## config.mk

```make
export PLATFORM = sky130hd
export DESIGN_NAME = dm_cache
export DESIGN_NICKNAME = d
export VERILOG_FILES = /design/src/rtl/cache_pkg.sv /design/src/rtl/cache_tag_array.sv /design/src/rtl/dm_cache.sv
export SDC_FILE = /design/constraint.sdc
export NUM_CORES = 1
export LEC_CHECK = 0
export ABC_AREA = 1
export ABC_CLOCK_PERIOD_IN_PS = 15690
export BUFFER_PORTS_ARGS = -buffer_cell sky130_fd_sc_hd__buf_2
export CORE_MARGIN = 2
export CORE_UTILIZATION = 43
export DETAILED_ROUTE_END_ITERATION = 16
export MAX_ROUTING_LAYER = met4
export PLACE_DENSITY = 0.59
export SETUP_SLACK_MARGIN = 0.02
export SYNTH_ARGS = -nofsm -noshare
export SYNTH_HDL_FRONTEND = slang
export SYNTH_SLANG_ARGS = --single-unit
```

## constraint.sdc

```tcl
create_clock -name clk -period 15.69 [get_ports clk]
set_input_delay 0 -clock clk [delete_from_list [all_inputs] [get_ports clk]]
set_output_delay 0 -clock clk [all_outputs]
set_load 0.05 [all_outputs]
```

## src/rtl/cache_pkg.sv

```systemverilog
// Shared types for the direct-mapped data cache: FSM states, tag-width helper
// and the per-line {valid, tag} record.
package cache_pkg;

   typedef enum logic [2:0] {
      IDLE    = 3'd0,
      LOOKUP  = 3'd1,
      RD_REQ  = 3'd2,
      RD_WAIT = 3'd3,
      WR_REQ  = 3'd4
   } state_t;

   // Line record carries tags up to TAG_MAX bits; narrower tags are zero-extended.
   localparam int TAG_MAX = 32;

   typedef struct packed {
      logic               valid;
      logic [TAG_MAX-1:0] tag;
   } line_t;

   function automatic int tag_width(input int asize, input int index);
      return asize - index;
   endfunction

endpackage

```

## src/rtl/cache_tag_array.sv

```systemverilog
// Valid+tag storage for the direct-mapped cache: combinational read and hit
// compare, synchronous refill write, single-cycle invalidate of every line.
module cache_tag_array
   import cache_pkg::*;
#(
   parameter int INDEX = 4,
   parameter int TW    = 12
) (
   input  logic             clk,
   input  logic             rst,
   input  logic             flush,
   input  logic             we,
   input  logic [INDEX-1:0] idx,
   input  logic [TW-1:0]    tag,
   output logic             hit
);

   localparam int LINES = 1 << INDEX;

   line_t              lines_q [LINES];
   logic [TAG_MAX-1:0] tag_ext;

   assign tag_ext = TAG_MAX'(tag);

   always_ff @(posedge clk) begin
      if (rst || flush) begin
         for (int i = 0; i < LINES; i++) lines_q[i].valid <= 1'b0;
      end else if (we) begin
         lines_q[idx] <= '{valid: 1'b1, tag: tag_ext};
      end
   end

   assign hit = lines_q[idx].valid && (lines_q[idx].tag == tag_ext);

endmodule

```

## src/rtl/dm_cache.sv

```systemverilog
// Direct-mapped, write-through, no-write-allocate data cache with a refill FSM
// toward a ready/valid backing memory and saturating hit/miss counters.
//
//   state   | meaning
//   --------+-----------------------------------------------------------
//   IDLE    | ready for a request or a flush
//   LOOKUP  | compare tag; read hit responds here, write hit updates data
//   RD_REQ  | read miss: present address to memory until accepted
//   RD_WAIT | wait for read data, refill line and respond
//   WR_REQ  | post write-through to memory, respond on acceptance
module dm_cache
   import cache_pkg::*;
#(
   parameter int WIDTH = 64,
   parameter int ASIZE = 16,
   parameter int INDEX = 4,
   parameter int CNTW  = 32
) (
   input  logic             clk,
   input  logic             rst,
   input  logic             flush,
   input  logic             req_valid,
   output logic             req_ready,
   input  logic             req_we,
   input  logic [ASIZE-1:0] req_addr,
   input  logic [WIDTH-1:0] req_wdata,
   output logic             resp_valid,
   output logic [WIDTH-1:0] resp_rdata,
   output logic             resp_hit,
   output logic             mem_req_valid,
   input  logic             mem_req_ready,
   output logic             mem_we,
   output logic [ASIZE-1:0] mem_addr,
   output logic [WIDTH-1:0] mem_wdata,
   input  logic             mem_resp_valid,
   input  logic [WIDTH-1:0] mem_rdata,
   output logic [CNTW-1:0]  hit_count,
   output logic [CNTW-1:0]  miss_count
);

   localparam int TW    = tag_width(ASIZE, INDEX);
   localparam int LINES = 1 << INDEX;

   state_t           state_q, state_d;
   logic [ASIZE-1:0] addr_q;
   logic             we_q;
   logic [WIDTH-1:0] wdata_q;
   logic             hit_q;
   logic [WIDTH-1:0] data_q [LINES];

   logic [INDEX-1:0] idx;
   logic [TW-1:0]    tag;
   logic             hit;
   logic             accept;
   logic             flush_en;
   logic             refill;

   assign idx       = addr_q[INDEX-1:0];
   assign tag       = addr_q[ASIZE-1:INDEX];
   assign req_ready = (state_q == IDLE) && !flush && !rst;
   assign accept    = req_valid && req_ready;
   assign flush_en  = (state_q == IDLE) && flush && !rst;
   assign refill    = (state_q == RD_WAIT) && mem_resp_valid && !rst;
   assign mem_addr  = addr_q;
   assign mem_wdata = wdata_q;

   cache_tag_array #(.INDEX(INDEX), .TW(TW)) u_tags (
      .clk   (clk),
      .rst   (rst),
      .flush (flush_en),
      .we    (refill),
      .idx   (idx),
      .tag   (tag),
      .hit   (hit)
   );

   always_ff @(posedge clk) begin
      if (rst) begin
         state_q    <= IDLE;
         addr_q     <= '0;
         we_q       <= 1'b0;
         wdata_q    <= '0;
         hit_q      <= 1'b0;
         hit_count  <= '0;
         miss_count <= '0;
      end else begin
         state_q <= state_d;
         if (accept) begin
            addr_q  <= req_addr;
            we_q    <= req_we;
            wdata_q <= req_wdata;
         end
         if (state_q == LOOKUP) begin
            hit_q <= hit;
            if (hit) begin
               if (hit_count != '1) hit_count <= hit_count + CNTW'(1);
            end else begin
               if (miss_count != '1) miss_count <= miss_count + CNTW'(1);
            end
         end
      end
   end

   always_ff @(posedge clk) begin
      if (!rst) begin
         if ((state_q == LOOKUP) && we_q && hit) data_q[idx] <= wdata_q;
         if (refill) data_q[idx] <= mem_rdata;
      end
   end

   always_comb begin
      state_d       = state_q;
      resp_valid    = 1'b0;
      resp_hit      = 1'b0;
      resp_rdata    = '0;
      mem_req_valid = 1'b0;
      mem_we        = 1'b0;
      case (state_q)
         IDLE: begin
            if (accept) state_d = LOOKUP;
         end
         LOOKUP: begin
            if (we_q) begin
               state_d = WR_REQ;
            end else if (hit) begin
               resp_valid = 1'b1;
               resp_hit   = 1'b1;
               resp_rdata = data_q[idx];
               state_d    = IDLE;
            end else begin
               state_d = RD_REQ;
            end
         end
         RD_REQ: begin
            mem_req_valid = 1'b1;
            if (mem_req_ready) state_d = RD_WAIT;
         end
         RD_WAIT: begin
            if (mem_resp_valid) begin
               resp_valid = 1'b1;
               resp_rdata = mem_rdata;
               state_d    = IDLE;
            end
         end
         WR_REQ: begin
            mem_req_valid = 1'b1;
            mem_we        = 1'b1;
            if (mem_req_ready) begin
               resp_valid = 1'b1;
               resp_hit   = hit_q;
               state_d    = IDLE;
            end
         end
         default: state_d = IDLE;
      endcase
      // reset aborts whatever is in flight without a response
      if (rst) begin
         resp_valid    = 1'b0;
         resp_hit      = 1'b0;
         resp_rdata    = '0;
         mem_req_valid = 1'b0;
         mem_we        = 1'b0;
      end
   end

endmodule

```

**Yosys cells after proc, flatten, opt, wreduce, memory -nomap -nowiden**

Memories as Yosys holds them, arrays and structs flattened. A register that Yosys moved wholly into a read port is not among the register bits.
Index checks and enable logic that the tools add are counted.

- Flip-flop bits (word level): 149
- RAM bits: 1232
- Input bits: 151
- Output and inout port bits: 213
- Logic and storage cells: 86
- Memories kept: 2

Memory list:

| name | depth | bits a word | read ports | clocked after memory_dff | write ports | RTL line | text |
|---|---|---|---|---|---|---|---|
| data_q | 16 | 64 | 1 | 1 | 1 | dm_cache.sv:49 | `logic [WIDTH-1:0] data_q [LINES];` |
| u_tags.lines_q | 16 | 13 | 1 | 1 | 16 | cache_tag_array.sv:20 | `line_t lines_q [LINES];` |

- Add/subtract/negate cells: 2
- Equality and inequality tests: 11
- Multiplexer cells: 43
- Bitwise gates (word level): 2
- Reductions and logical operators: 19

Operators by type and width:

| operator | count |
|---|---|
| $mux W64 | 5 |
| $pmux W64 S2 | 1 |
| $add A32 B1 Y32 const B | 2 |
| $ne A32 B32 Y1 const B | 2 |
| $eq A32 B12 Y1 | 1 |
| $mux W1 | 21 |
| $mux W4 | 5 |
| $mux W3 | 5 |
| $pmux W3 S5 | 1 |
| $mux W13 | 1 |
| $reduce_or A13 Y1 | 1 |
| $logic_and A1 B1 Y1 | 10 |
| $ne A2 B2 Y1 const B | 4 |
| $eq A3 B2 Y1 const B | 2 |
| $reduce_and A3 Y1 | 2 |
| $mux W2 | 2 |
| $reduce_and A4 Y1 | 1 |
| $eq A3 B1 Y1 const B | 1 |
| $eq A3 B3 Y1 const B | 1 |
| $logic_not A3 Y1 | 1 |
| $pmux W1 S3 | 1 |
| $logic_not A1 Y1 | 2 |
| $pmux W1 S2 | 1 |
| $reduce_or A2 Y1 | 1 |
| other kinds (3) | 3 |

**Logic depth before layout (Yosys ltp)**

Gate-level depths: netlist of the first run.

- Word-level depth: 8
- Mapped depth: 20
- Mapped depth without buffers: 18

**Hierarchy**

Synthesis of the first run repeated with hierarchy kept, for this count alone.

- Cells, all modules: 6418
- Area total of the unflattened synthesis: 61246.2 µm²

Modules (own cells, without submodules):

| module | instances | cells each | area each (µm²) | sequential area each (µm²) |
|---|---|---|---|---|
| dm_cache | 1 | 5588 | 52629.2 | 33812.4 |
| cache_tag_array | 1 | 830 | 8617.0 | 6085.8 |

**Worst setup path before layout of the first run**

No wires, ideal clock.

- Path type: register to register
- Start point: reg (tool-made name)
- End point: mem data_q[12][0] (enable)
- Arrival: 5252 ps
- Data required time: 15183 ps
- Path slack: 9931 ps
- Cell stages (with the launch flop): 18
- Buffers on the path: 4
- Path through: dfxtp_1 -> buf_6 -> buf_6 -> buf_4 -> o211ai_1 -> nand3_1 -> nand3_1 -> nand2_1 -> nand2_1 -> nand2_1 -> nor2_1 -> nand3_1 -> inv_1 -> nand2_1 -> nor2_2 -> nand3_4 -> buf_6 -> a21oi_1

RTL lines:

| element | RTL line |
|---|---|
| end: declaration | dm_cache.sv:49 |

==> metrics, run 1 <==
Crit path max-delay family simple AND/OR/NAND/NOR gates; PostCTS Resize Cnt 0; Reg2Reg Depth 16; Setup TNS 0 ns; Setup Skew 0.03411 ns; critical path type reg -> reg; Max Slew Vio Count 0; placed insts 6969; Required @ worst endpoint 16.08 ns; Area contributors post-synth edfxtp_1 (64%), nand2_1 (8.6%), a21oi_1 (6.1%), dfxtp_1 (5.9%), a221oi_1 (3.6%); cell row count 133; worst path buffer plus inverter count 2; Fill cells 11550; CP Max Fanout 103; first-pass GRT wire length 252.3 mm; leakage 24.15 nW; unrepaired setup endpoints after global routing no; Synth Cell Area 0.05714 mm²; total wire length 170.8 mm; via count 41590; post-synth cell types 37; antenna violations before repair 5; clock root cell clkbuf_16; DRC viols 0; global route overflow 0; post-route insts no fill 7403; most used cell, CP nand2_1; area delta synth->final 18.01%; ys flop type edfxtp_1; Finish-stage setup viols 0; Fin. Hold Viols 0; Max Freq 146.2 MHz; Worst setup SP type register; vias in the first global route 39650; Worst-path clk slew 0.06 ns; VDD IR max 93.34 µV; Post-synth EDFFs 1216; core area 0.1316 mm²; IO buf count 363; status finished, final reports clean; top-count cell post-synth nand2_1; largest net degree at the start of global routing 209; Mapped Avg Cell Area 11.26 µm²; cell accounting for the most synthesized area edfxtp_1; Hold Crit Class in -> reg; Worst path max stage delay 1.11 ns; Syn Nets 5227; crit-path cells buf_4 > nor2_1 > nor2_1 > o21ai_0 > nand3_1 > nand3_1 > nand2_1 > nand2_1 > nand2_1 > nand3_1 > nor2_1 > nand2_1 > nor2_2 > nand3_4 > a21oi_4 > buf_4; area of the multi-input gates 0.01518 mm²; layout cells sized above 1 13.20%; Max-slew headroom 13.95%; Final nets 5677; RD Place Congestion 0.9175; crit path DAT 7.23 ns; vias per cell 5.618; dpl hpwl 96.12 mm; synthesized flop and latch total 1385; initial drt markers 4322; Die Ht 368.5 µm; Total GRT Usage 25.23%; Gate Count Post-Synth 5074; WL/cell 23.07 µm; CP Depth 16; # IOs 364; Synth top cells by count nand2_1 (1305), edfxtp_1 (1216), a21oi_1 (697), o21ai_0 (292), clkbuf_1 (267); CTS tree done; Ys Warns 0; antenna-violating nets left 0; Setup crit end data_q[9][54]; die area 0.1358 mm²; DP Area 0.06101 mm²; sequential area share after synthesis 69.83%; Critical-path top delay cell dfxtp_4; post-route cell area 0.06742 mm²; starting density of the core 43.41%; Pwr per Cell Area 131.3 mW/mm²; R2R setup slack 8.85 ns; Post-synth ARST share 0%; minimum clock period 6.838 ns; Die Span X 368.5 µm; share of the synthesized area in the top cell type 63.91%; clk buf depth 3; max_cap viols 0; Num CTS Buffers 148; DR pass1 iterations 7; Clk Latency, worst-skew pair 0.78 ns; worst-margin pin slew 1.282 ns; Crit. End Element register; clock sinks 1385; Reg area 0.03991 mm²; crit share post-route 43.58%; worst flop-to-flop path endpoint data_q[9][54]; H-tree levels 4
kinds of logic after synthesis:
family	Yosys count	share of synthesized area, %
buffers and inverters	584	4.007
AOI/OAI and AO/OA	1272	12.86
and+or+nand+nor	1789	12.62
DFF	1385	69.83
adders and majority gates	2	0.04379
xor gates and xnor gates	42	0.6438
area by class of cell:
class,instances,area share (%)
multi-input cells,3105,22.51
repair buffers,642,6.515
well taps,1755,3.257
clock buffers,194,5.961
diodes,4,0.01485
flip-flops and latches,1385,59.20
inverters,242,1.386
clock inverters,76,1.154
through the flow:
stage                     total power, mW  hold slack, ns  worst slack, ns  utilization [%]
after CTS                           8.895       0.0008490            8.765            51.21
after detailed placement            5.428          0.2842            8.765            46.35
after floorplan                     4.978          0.1933            9.931                -
after global placement              5.419          0.2792            8.940            46.35
after global routing                9.153         0.05546            8.316            51.22
final                               8.855         0.04292            8.852            51.22
how the worst min path moves through the flow:
stage	start	endpoint	cells after the start
floorplan	req_we	we_q	2
global placement	req_wdata[33]	mem_wdata[33]	3
detailed placement	req_wdata[52]	mem_wdata[52]	3
CTS	req_wdata[36]	mem_wdata[36]	4
global route	req_wdata[32]	mem_wdata[32]	4
finish	req_wdata[2]	mem_wdata[2]	4
registers in the layout (all words and copies together) (netlist names), named ones only:
name / count
u_tags.lines_q: 208
mem_addr: 16
hit_count: 32
state_q: 3
hit_q: 1
miss_count: 32
we_q: 1
mem_wdata: 64
data_q: 1024
layer usage:
metal  wire, µm  part of all wire (%)  track usage, %
met3      13010                   7.6           4.336
met2      79760                    47           39.00
met4       4115                   2.4           7.386
met1      73930                    43           34.31
met5          0                     0               -
timing repair:
item	CTS	global route
hold buffers	160	0
hold endpoints to repair	1102	0
setup buffers	0	0
cells in the final DEF (no fill, tap or decap), types with 9 or more instances in the layout:
cell,n
nand2_1,1304
edfxtp_1,1216
a21oi_1,681
buf_2,362
o21ai_0,279
inv_1,236
a221oi_1,236
nand3_1,228
dfxtp_1,165
dlygate4sd3_1,160
nor2_1,153
clkbuf_16,150
buf_4,113
nor3_1,41
xor2_1,37
clkbuf_1,34
nand4_1,26
clkinv_2,24
clkinv_1,24
o21ai_1,16
a21oi_4,16
nor4_1,14
a31oi_1,13
o211ai_1,10
nor2_2,10
bufinv_16,10
clkbuf_8,10
o22ai_1,9
worst reg2reg max path: cells and delay by family, from the launching register on:
family / cells / cell delay, ns
AND/OR/NAND/NOR: 12 / 2.34
buffers and inverters: 2 / 1.85
flip-flops: 1 / 1.11
AO/OA/AOI/OAI: 2 / 1.13
power breakdown:
| part | internal [mW] | switching, mW | leakage (nW) |
|---|---|---|---|
| combinational | 0.318 | 0.902 | 9.22 |
| clock | 1.99 | 1.47 | 2.34 |
| sequential | 4.12 | 0.0621 | 12.6 |
Note: power is estimated with default switching activity, not from simulation.
==> run 2: changes to the inputs <==
--- a/config.mk
+++ b/config.mk
@@ -6,7 +6,7 @@
 export NUM_CORES = 1
 export LEC_CHECK = 0
 export ABC_AREA = 1
-export ABC_CLOCK_PERIOD_IN_PS = 15690
+export ABC_CLOCK_PERIOD_IN_PS = 6900
 export BUFFER_PORTS_ARGS = -buffer_cell sky130_fd_sc_hd__buf_2
 export CORE_MARGIN = 2
 export CORE_UTILIZATION = 43
==> constraint.sdc (replaced) <==
create_clock -name clk -period 6.9 [get_ports clk]
set_input_delay 0 -clock clk [delete_from_list [all_inputs] [get_ports clk]]
set_output_delay 0 -clock clk [all_outputs]
set_load 0.05 [all_outputs]
==> metrics, run 2 (same netlist as run 1, synthesis figures left out) <==
Fill cells 11340; Die Span X 368.5 µm; number of post-CTS setup repair buffers 0; Clk Latency, worst-skew pair 0.81 ns; die area 0.1358 mm²; clock root cell clkbuf_16; IO buf count 363; Final nets 5728; vias per cell 5.638; minimum clock period 6.057 ns; via count 42000; cell row count 133; Hold Crit Class in -> reg; unrepaired setup endpoints after global routing no; Max Slew Vio Count 0; antenna violations before repair 0; Worst setup SP type register; antenna-violating nets left 0; Hold Crit Depth 3; clock sinks 1385; final core occ 51.58%; commonest non-fill, non-tap cells in the layout nand2_1 (1304), edfxtp_1 (1216), a21oi_1 (681); Max Freq 165.1 MHz; Worst-path clk slew 0.06 ns; met3 usage 3.708%; WL/cell 23.02 µm; total wire length 171.5 mm; Max-slew headroom 13.15%; core area 0.1316 mm²; Reg2Reg Depth 16; GR Util met2 39.04%; Required @ worst endpoint 6.90 ns; Num CTS Buffers 148; critical path type reg -> out; Finish-stage setup viols 0; met1 usage 35.49%; crit path DAT 6.06 ns; busiest grt layer met2; Setup TNS 0 ns; status finished, final reports clean; dpl hpwl 95.04 mm; first-pass GRT wire length 255.2 mm; vias in the first global route 40010; worst hold slack 0.04044 ns; leakage 24.37 nW; max reg flops 1024; DR pass1 iterations 5; worst-margin pin slew 1.294 ns; cts-stage hold buffer count 196; area delta synth->final 18.83%; Die Ht 368.5 µm; layout cells sized above 1 13.09%; RD Place Congestion 0.9377; Fin. Hold Viols 0; Pwr per Cell Area 294.7 mW/mm²; CTS tree done; global route overflow 0; DP Area 0.06119 mm²; DRC viols 0; CP Max Fanout 88; Crit. End Element output pin; placed insts 6983; VDD IR max 218.5 µV; initial drt markers 4333; H-tree levels 4; starting density of the core 43.41%; crit share post-route 87.78%; post-route cell area 0.06790 mm²; post-route insts no fill 7449; Total GRT Usage 25.49%; max_cap viols 0; clk buf depth 3; # IOs 364; most common cell after layout, fill and taps aside nand2_1; largest net degree at the start of global routing 191; Setup Skew 0.04164 ns; PostCTS Resize Cnt 0; largest reg by FF count data_q
run 2: changes by cell type in the layout (fill, tap and decap cells not counted), moves of 5 or more:
cell           delta
clkbuf_1         +10
clkinv_2          -6
dlygate4sd3_1    +37
buf_12            +6
clkbuf_8          -5
clkinv_16         +5
buf_4             +8
run 2: area by class of cell:
| class | count | area, µm² | area share, % |
|---|---|---|---|
| clock buffers | 198 | 3963 | 5.836 |
| clock inverters | 69 | 757.0 | 1.115 |
| flip-flops and latches | 1385 | 39910 | 58.79 |
| inverters | 242 | 934.6 | 1.377 |
| well taps | 1755 | 2196 | 3.234 |
| repair buffers | 693 | 4943 | 7.281 |
| multi-input cells | 3105 | 15180 | 22.36 |
| diodes | 2 | 5.005 | 0.007371 |
run 2: path summary, 6_finish.rpt:
| check | startpoint | end | slack [ns] |
|---|---|---|---|
| min | mem_rdata[20] | data_q[7][20] | 0.04 |
| min reg2reg | mem_wdata[21] | mem_wdata[21] | 0.46 |
| max | register | resp_rdata[43] | 0.84 |
| max reg2reg | register | data_q[8][36] | 1.72 |
run 2: metrics by stage:
stage	worst slack, ns	power (mW)
after CTS	0.9375	20.11
after floorplan	1.141	11.32
final	0.8429	20.01
after global routing	0.4983	20.70
after global placement	1.778	12.29
after detailed placement	1.792	12.31
run 2: critical path, stage by stage, from the launching register on:
cell      delay (ns)
dfxtp_4         0.92
buf_4           0.67
buf_4           0.80
buf_4           0.89
a21oi_1         0.13
a221oi_1        0.31
a31oi_1         0.08
o21ai_0         0.73
nand2_1         0.11
a21oi_1         0.15
buf_2           0.29
run 2: report_power, final:
part,switching (mW),leakage (nW),internal [mW]
sequential,0.148,12.6,9.37
combinational,2.02,9.51,0.744
clock,3.38,2.27,4.35
run 2: metal layers:
metal  vias up  part of all wire, %
li1      19270                    -
met1     20660                   44
met2      1777                   46
met3       290                  7.5
met4         0                  2.4
met5         -                    0
